[src/rtl/instruction_fetch_if.sv]
// Fetch-stage bus: instruction-memory port, branch redirect, and the decode handshake.
interface instruction_fetch_if #(
    parameter int ADDR_W  = 6,
    parameter int INSTR_W = 24
);
    logic [ADDR_W-1:0]  instr_addr;
    logic [INSTR_W-1:0] instr_word;
    logic               branch_en;
    logic [ADDR_W-1:0]  branch_target;
    logic               fetch_valid;
    logic               fetch_ready;
    logic [INSTR_W-1:0] fetch_instr;
    logic [ADDR_W-1:0]  fetch_pc;
    logic               halted;

    modport master (
        output instr_addr, fetch_valid, fetch_instr, fetch_pc, halted,
        input  instr_word, branch_en, branch_target, fetch_ready
    );

    modport slave (
        input  instr_addr, fetch_valid, fetch_instr, fetch_pc, halted,
        output instr_word, branch_en, branch_target, fetch_ready
    );
endinterface

[src/rtl/instruction_fetch.sv]
// PC and fetch register feeding decode through a valid/ready handshake, with branch redirect.
// Optional halt opcode (top byte 8'hFF) is enabled by defining INSTR_FETCH_HALT_EN.
module instruction_fetch #(
    parameter int ADDR_W  = 6,
    parameter int INSTR_W = 24
) (
    input logic                clk,
    input logic                reset_n,
    instruction_fetch_if.master bus
);

    logic [ADDR_W-1:0]  pc_q, pc_d;
    logic               valid_q, valid_d;
    logic [INSTR_W-1:0] instr_q, instr_d;
    logic [ADDR_W-1:0]  fpc_q, fpc_d;
    logic               running;
    logic               halt_word;

`ifdef INSTR_FETCH_HALT_EN
    typedef enum logic {RUN, HALT} state_t;
    state_t state_q, state_d;

    assign running    = (state_q == RUN);
    assign halt_word  = (bus.instr_word[INSTR_W-1 -: 8] == 8'hFF);
    assign bus.halted = (state_q == HALT);
`else
    assign running    = 1'b1;
    assign halt_word  = 1'b0;
    assign bus.halted = 1'b0;
`endif

    assign bus.instr_addr  = pc_q;
    assign bus.fetch_valid = valid_q;
    assign bus.fetch_instr = instr_q;
    assign bus.fetch_pc    = fpc_q;

    always_comb begin
        pc_d    = pc_q;
        valid_d = valid_q;
        instr_d = instr_q;
        fpc_d   = fpc_q;
`ifdef INSTR_FETCH_HALT_EN
        state_d = state_q;
`endif
        if (bus.branch_en) begin
            pc_d    = bus.branch_target;
            valid_d = 1'b0;
`ifdef INSTR_FETCH_HALT_EN
            state_d = RUN;
`endif
        end else if (running && (!valid_q || bus.fetch_ready)) begin
            instr_d = bus.instr_word;
            fpc_d   = pc_q;
            valid_d = 1'b1;
            // A halt word is presented but the PC stays parked on it.
            if (halt_word) begin
`ifdef INSTR_FETCH_HALT_EN
                state_d = HALT;
`endif
            end else begin
                pc_d = pc_q + ADDR_W'(1);
            end
        end else if (!running && valid_q && bus.fetch_ready) begin
            valid_d = 1'b0;
        end
    end

    always_ff @(posedge clk) begin
        if (!reset_n) begin
            pc_q    <= '0;
            valid_q <= 1'b0;
            instr_q <= '0;
            fpc_q   <= '0;
`ifdef INSTR_FETCH_HALT_EN
            state_q <= RUN;
`endif
        end else begin
            pc_q    <= pc_d;
            valid_q <= valid_d;
            instr_q <= instr_d;
            fpc_q   <= fpc_d;
`ifdef INSTR_FETCH_HALT_EN
            state_q <= state_d;
`endif
        end
    end

endmodule

[src/flat_wrapper.sv]
// flat-port wrapper written by rule: the top's interface ports become plain ports
module instruction_fetch_flat 
#(
    parameter int ADDR_W  = 6,
    parameter int INSTR_W = 24
)
  (clk, reset_n, bus_instr_addr, bus_fetch_valid, bus_fetch_instr, bus_fetch_pc, bus_halted, bus_instr_word, bus_branch_en, bus_branch_target, bus_fetch_ready);
  instruction_fetch_if #(.ADDR_W(ADDR_W), .INSTR_W(INSTR_W)) bus_i ();
  input logic clk;
  input logic reset_n;
  output wire logic [$bits(bus_i.instr_addr)-1:0] bus_instr_addr;
  output wire logic [$bits(bus_i.fetch_valid)-1:0] bus_fetch_valid;
  output wire logic [$bits(bus_i.fetch_instr)-1:0] bus_fetch_instr;
  output wire logic [$bits(bus_i.fetch_pc)-1:0] bus_fetch_pc;
  output wire logic [$bits(bus_i.halted)-1:0] bus_halted;
  input wire logic [$bits(bus_i.instr_word)-1:0] bus_instr_word;
  input wire logic [$bits(bus_i.branch_en)-1:0] bus_branch_en;
  input wire logic [$bits(bus_i.branch_target)-1:0] bus_branch_target;
  input wire logic [$bits(bus_i.fetch_ready)-1:0] bus_fetch_ready;
  assign bus_instr_addr = bus_i.instr_addr;
  assign bus_fetch_valid = bus_i.fetch_valid;
  assign bus_fetch_instr = bus_i.fetch_instr;
  assign bus_fetch_pc = bus_i.fetch_pc;
  assign bus_halted = bus_i.halted;
  assign bus_i.instr_word = bus_instr_word;
  assign bus_i.branch_en = bus_branch_en;
  assign bus_i.branch_target = bus_branch_target;
  assign bus_i.fetch_ready = bus_fetch_ready;
  instruction_fetch #(.ADDR_W(ADDR_W), .INSTR_W(INSTR_W)) u_core (.clk(clk), .reset_n(reset_n), .bus(bus_i));
endmodule
[config.mk]
export PLATFORM = sky130hd
export DESIGN_NAME = instruction_fetch_flat
export DESIGN_NICKNAME = d
export VERILOG_FILES = /design/src/rtl/instruction_fetch_if.sv /design/src/rtl/instruction_fetch.sv /design/src/flat_wrapper.sv
export SDC_FILE = /design/constraint.sdc
export NUM_CORES = 1
export LEC_CHECK = 0
export ABC_AREA = 1
export CAP_MARGIN = 20
export CORE_AREA = 2 2 74 76
export CTS_BUF_LIST = sky130_fd_sc_hd__clkbuf_4 sky130_fd_sc_hd__clkbuf_8
export CTS_CLUSTER_SIZE = 12
export DETAILED_ROUTE_END_ITERATION = 10
export DIE_AREA = 0 0 76 78
export GPL_TIMING_DRIVEN = 0
export PLACE_DENSITY = 0.62
export SLEW_MARGIN = 5
export SYNTH_ARGS = -nofsm -noshare
export SYNTH_HDL_FRONTEND = slang
export SYNTH_SLANG_ARGS = --single-unit
[constraint.sdc]
create_clock -name clk -period 1.2 [get_ports clk]
set_input_delay 0.3 -clock clk [delete_from_list [all_inputs] [get_ports clk]]
set_output_delay 0.3 -clock clk [all_outputs]
set_load 0.005 [all_outputs]
==> results.txt, run 1 <==
I/O pin count - 72
CP max stage cell - dfxtp_2
outcome - finished, final reports clean
Total Wirelength - 3.821 mm
pwr dens - 1110 nW/um2
R2R Setup Slk - 20 ps
clock buffers created by TritonCTS - 5
Skew-Pair Late Insertion Delay - 280 ps
CP startpoint kind - flop
worst-path fanout max - 6
mapped cell area - 1481 um2
DR WL/cell - 11.11 um
min Tclk post-route - 1177 ps
Initial Utilization - 0.2938
largest net degree at the start of global routing - 13
Hold Fails Final Rpt - 0
Crit path max-delay family - flip-flops
CP max stage delay - 330 ps
Rows - 26
Design Area, Final - 2482 um2
Via Count - 1,447
global-route wire length before repair - 6.168 mm
HP Class - in -> reg
WL met2 - 1.818 mm
Max Freq - 0.8493 GHz
clock buffer depth - 2
register area share after synthesis - 0.5000
Crit. End Element - flop
layout cells sized above 1 - 0.2117
DP HPWL - 2.700 mm
port bufs - 69
met1 wire length - 1.744 mm
Yosys top cell by area - dfxtp_1
Placed Area - 2260 um2
area grow syn2layout - 67.57%
H-tree Lvls - 2
unrepaired setup endpoints after global routing - yes
clk_skew - 3.183 ps
cells after synthesis - 185
Total Routing Usage GR - 0.1310
Post-CTS Hold Buffers - 0
crit-path cells - buf_4 > nand2_4 > nand2_8 > clkinv_8 > clkbuf_2 > o21ai_0 > a21oi_1
CTS tree - yes
R2R Path End - u_core.bus.fetch_pc[3]
antenna violation net count after detailed routing - 0
net count reported at finish - 308
commonest non-fill, non-tap cell in the layout - nor2_1
synth top area cells - dfxtp_1, nor2_1, o21ai_0
WS Path Type - reg -> reg
clk root buf - clkbuf_8
Peak VDD IR - 0.4119 mV
R2R depth - 7
Setup crit end - u_core.bus.fetch_pc[3]
grt total ovfl - 0
commonest non-fill, non-tap cells in the layout - nor2_1, clkdlybuf4s50_1, dlygate4sd2_1, o21ai_0, dfxtp_1
DRC - 0
RR Startpoint - u_core.bus.fetch_valid
die footprint - 5928 um2
Synth Warn # - 0
initial antenna violation count - 0
post-synth top area share - 0.5000
#FFs+latches synth - 37
Hold WS - 223.7 ps
final setup fails - 0
Syn Nets - 220
WP data required - 1370 ps
Buf/Inv on CP - 3
routed vias/inst - 4.206
top layer in use - met4
post-synth cell types - 24
Pwr Total - 2.755 mW
mean post-synth cell area - 8.008 um2
clock slew at reported path FFs - 70 ps
metal3 WL - 244 um
setup_tns - 0 ps
Inserted Diodes - 0
final period utilization - 0.9812
leak pwr - 1.134 nW
Die X - 76 um
fin. max-slew vios - 0
Arr. time, crit path - 1350 ps
pre-CTS setup slack - -348.2 ps
First-pass DRT Iterations - 4
vias in the first global route - 1,238
Die Y - 78 um
critical path startpoint - u_core.bus.fetch_valid
Sink Count - 37
drt initial violations - 46
Final WS setup - 22.62 ps
gpl congestion - 0.7831
CORE AREA - 5042 um2
max-cap violation count - 0
CP Depth - 7
==> logic make-up (layout without fill, tap and decap cells) <==
logic type,Yosys count,after routing,share of synthesized area
AOI/OAI and AO/OA,44,44,0.1546
adders and majority gates,1,1,0.008445
other,1,1,0.002531
xor gates and xnor gates,2,2,0.01183
and+or+nand+nor,80,81,0.2230
DFF,37,37,0.5000
buffers and inverters,20,108,0.09966
==> power breakdown <==
part	internal (mW)	switching (mW)	leakage (nW)
clock network	0.400	0.427	0.0439
registers	1.32	0.0421	0.314
logic	0.321	0.240	0.776
==> synth_stat cells <==
cell / number
nand2_2: 2
a21oi_1: 9
o21ai_0: 23
o21ai_1: 9
buf_12: 1
buf_1: 1
a21boi_0: 1
nand2_1: 11
xor2_1: 1
inv_8: 2
conb_1: 1
xnor2_1: 1
ha_1: 1
nand4_1: 1
nand3_1: 5
clkbuf_1: 2
buf_6: 5
dfxtp_1: 37
nor2_1: 60
inv_1: 8
o211a_1: 1
nand2_8: 1
a31oi_1: 1
buf_4: 1
==> per-layer routing <==
metal  vias to the layer above  GRT usage
met5                         -          0
met2                        49     0.2170
li1                        774          -
met4                         0    0.03273
met3                         2    0.04419
met1                       622     0.1646
==> worst min path at each step <==
| stage | startpoint | to | cells past startpoint | slack (ps) |
|---|---|---|---|---|
| after floorplan | reset_n | u_core.bus.instr_addr[1] | 2 | 440 |
| after global placement | u_core.bus.fetch_pc[1] | u_core.bus.fetch_pc[1] | 2 | 460 |
| after detailed placement | u_core.bus.fetch_instr[19] | u_core.bus.fetch_instr[19] | 2 | 470 |
| after global routing | bus_branch_en | u_core.bus.fetch_valid | 2 | 220 |
| after CTS | bus_branch_en | u_core.bus.fetch_valid | 2 | 210 |
| final | bus_branch_en | u_core.bus.fetch_valid | 2 | 220 |
==> sequential cells by signal, indices dropped and copies added (netlist names) <==
| signal | cells |
|---|---|
| u_core.bus.fetch_valid | 1 |
| u_core.bus.fetch_pc | 6 |
| u_core.bus.fetch_instr | 24 |
| u_core.bus.instr_addr | 6 |
==> timing repair <==
item,4_1_cts,5_1_grt
resized for setup,62,28
hold endpoints to repair,0,0
buffers inserted,6,5
endpoints found under the setup margin,63,30
cloned,1,0
pin swaps,0,1
==> worst reg2reg max path: stages (launching register included) <==
cell and delay (ps):
dfxtp_2 330, buf_4 130, nand2_4 70, nand2_8 100, clkinv_8 70, clkbuf_2 130
o21ai_0 170, a21oi_1 50
==> area by class of cell <==
type                    count  area (um2)
fillers                   517        2560
well taps                  70       87.58
clock inverters             3       17.52
repair buffers             80       743.2
multi-input cells         129       630.6
inverters                  10       57.56
flip-flops and latches     37       774.5
clock buffers               5       68.82
plain buffers              10       102.6
==> through the flow <==
| step | util | instances |
|---|---|---|
| 2_1_floorplan | - | 185 |
| 3_3_place_gp | 0.4481 | 324 |
| 3_5_place_dp | 0.4481 | 324 |
| 4_1_cts | 0.4749 | 339 |
| 5_1_grt | 0.4923 | 344 |
| 6_report | 0.4923 | 344 |
Note: power is estimated with default switching activity, not from simulation.
==> run 2: changes to the inputs <==
--- a/config.mk
+++ b/config.mk
@@ -7,14 +7,16 @@
 export LEC_CHECK = 0
 export ABC_AREA = 1
 export CAP_MARGIN = 20
-export CORE_AREA = 2 2 74 76
+export CORE_AREA = 2 2 64 66
 export CTS_BUF_LIST = sky130_fd_sc_hd__clkbuf_4 sky130_fd_sc_hd__clkbuf_8
 export CTS_CLUSTER_SIZE = 12
 export DETAILED_ROUTE_END_ITERATION = 10
-export DIE_AREA = 0 0 76 78
+export DIE_AREA = 0 0 66 68
 export GPL_TIMING_DRIVEN = 0
-export PLACE_DENSITY = 0.62
+export PLACE_DENSITY = 0.79
+export RECOVER_POWER = 100
 export SLEW_MARGIN = 5
 export SYNTH_ARGS = -nofsm -noshare
 export SYNTH_HDL_FRONTEND = slang
 export SYNTH_SLANG_ARGS = --single-unit
+export TNS_END_PERCENT = 30
==> results.txt, run 2 (synthesis results as in run 1) <==
Crit. End Element - flop
WS Path Type - in -> reg
H-tree Lvls - 2 (unchanged)
Sink Count - 37 (unchanged)
gpl congestion - 0.7933 (+1.3%)
grt total ovfl - 0 (unchanged)
drt initial violations - 55 (+20%)
Hold Path End - u_core.bus.fetch_valid
Hold WS - 228.7 ps (+5.036 ps)
Peak VDD IR - 0.5771 mV (+40%)
min Tclk post-route - 1188 ps (+10.95 ps)
clock buffers created by TritonCTS - 5 (unchanged)
antenna violation net count after detailed routing - 0 (unchanged)
WHS Path Cells - 2 (unchanged)
pwr dens - 1170 nW/um2 (+5.4%)
Skew-Pair Late Insertion Delay - 280 ps (about the same)
Initial Utilization - 0.3842 (+0.09037)
CORE AREA - 3856 um2 (-24%)
First-pass DRT Iterations - 4 (unchanged)
R2R Setup Slk - 30 ps (about the same)
Max Freq - 0.8415 GHz (-0.92%)
CTS tree - yes
FF/Latch Area - 754.5 um2 (-2.6%)
filler cell count - 365 (-29%)
commonest non-fill, non-tap cell in the layout - nor2_1
Die Y - 68 um (-13%)
die footprint - 4488 um2 (-24%)
Die X - 66 um (-13%)
Arr. time, crit path - 1360 ps (about the same)
Inserted Diodes - 0 (unchanged)
WP data required - 1370 ps (about the same)
setup_tns - 0 ps (unchanged)
clock slew at reported path FFs - 70 ps (about the same)
final period utilization - 0.9903 (+0.009126)
DP HPWL - 2.642 mm (-2.2%)
RR Startpoint - u_core.bus.instr_addr[1]
DR WL/cell - 12.20 um (+9.8%)
initial antenna violation count - 0 (unchanged)
leak pwr - 1.127 nW (-0.70%)
Non-Filler Instances - 318 (-7.6%)
DRC - 0 (unchanged)
port bufs - 69 (unchanged)
Via Count - 1,468 (+1.5%)
Post-Place Cells - 304 (-6.2%)
worst-path fanout max - 10 (+4)
max-cap violation count - 0 (unchanged)
global-route wire length before repair - 5.885 mm (-4.6%)
outcome - finished, final reports clean
Hold Fails Final Rpt - 0 (unchanged)
fin. max-slew vios - 0 (unchanged)
largest net degree at the start of global routing - 11 (-2)
Pwr Total - 2.797 mW (+1.5%)
final setup fails - 0 (unchanged)
commonest non-fill, non-tap cells in the layout - nor2_1, clkdlybuf4s50_1, dlygate4sd2_1, dfxtp_1
area of the multi-input gates - 638.1 um2 (+1.2%)
area grow syn2layout - 61.40%
I/O pin count - 72 (unchanged)
clk root buf - clkbuf_8
R2R Path End - u_core.bus.instr_addr[4]
net count reported at finish - 303 (-1.6%)
max FFs per register - 24 (unchanged)
Total Routing Usage GR - 0.1739 (+0.04291)
CP startpoint kind - input pin
R2R depth - 6 (-1)
vias in the first global route - 1,270 (+2.6%)
HP Class - in -> reg
clock buffer depth - 2 (unchanged)
layout cells sized above 1 - 0.1940 (-0.01765)
clk_skew - 7.153 ps (+3.970 ps)
hold path startpoint - bus_branch_en
unrepaired setup endpoints after global routing - yes
routed vias/inst - 4.616 (+9.7%)
Total Wirelength - 3.880 mm (+1.5%)
Rows - 23 (-12%)
[run 2: changes by cell type in the layout (fill, tap and decap cells not counted), sizes merged]
cell           before  now
clkdlybuf4s50      31   32
inv                 9   10
clkdlybuf4s15      13    4
dlymetal6s2s        1    0
nand2              15   14
clkbuf              8   11
buf                18   15
dlygate4sd2        24   31
clkinv              3    0
clkinvlp            1    0
[run 2: power by group]
group | internal (mW) | switching (mW) | total (mW)
Combinational | 0.308 | 0.239 | 0.548
Clock | 0.478 | 0.398 | 0.876
Sequential | 1.33 | 0.0479 | 1.37
Total | 2.11 | 0.685 | 2.80
[run 2: how the worst max path moves through the flow]
| stage | from | endpoint | slack, ps | cells after the start |
|---|---|---|---|---|
| 5_1_grt | bus_fetch_ready | u_core.bus.instr_addr[4] | -40 | 6 |
| 2_1_floorplan | u_core.bus.instr_addr[0] | u_core.bus.instr_addr[4] | 160 | 5 |
| 3_5_place_dp | reset_n | u_core.bus.fetch_pc[3] | -340 | 4 |
| 4_1_cts | u_core.bus.instr_addr[1] | bus_instr_addr[1] | 7 | 1 |
| 6_report | bus_fetch_ready | u_core.bus.instr_addr[2] | 10 | 8 |
| 3_3_place_gp | reset_n | u_core.bus.fetch_pc[3] | -350 | 4 |
[run 2: cell type report]
class	instances	share of cell area
Inverter	10	0.02198
Timing Repair Buffer	76	0.2904
Sequential cell	37	0.3155
Clock buffer	7	0.03768
Buffer	10	0.04134
Multi-Input combinational cell	128	0.2669
Tap cell	50	0.02616
[run 2: stage by stage]
| step | cell area (um2) | utilization | worst slack, ps |
|---|---|---|---|
| after global routing | 2391 | 0.6201 | -43.20 |
| after floorplan | 1481 | - | 158.4 |
| after global placement | 2235 | 0.5795 | -346.8 |
| after detailed placement | 2235 | 0.5795 | -340.6 |
| after CTS | 2351 | 0.6097 | 6.768 |
| final | 2391 | 0.6201 | 11.67 |
[run 2: critical path: stages]
cell             delay (ps)
clkdlybuf4s50_1         410
inv_2                   100
nand2_4                  80
nand2_8                 120
inv_8                    60
buf_12                  140
a21oi_4                 100
nor2_1                   40
[run 2: per-layer routing]
layer	track usage	part of all wire	vias to the layer above
li1	-	-	761
met1	0.2170	0.44	652
met5	0	0	-
met4	0.08163	0.022	0
met2	0.2841	0.48	45
met3	0.04276	0.057	10
[run 2: repair_timing]
item | 4_1_cts | 5_1_grt
resized for setup | 57 | 25
setup buffers | 6 | 1
setup endpoints to repair | 60 | 32
hold buffers | 0 | 0
pin swaps | 0 | 2
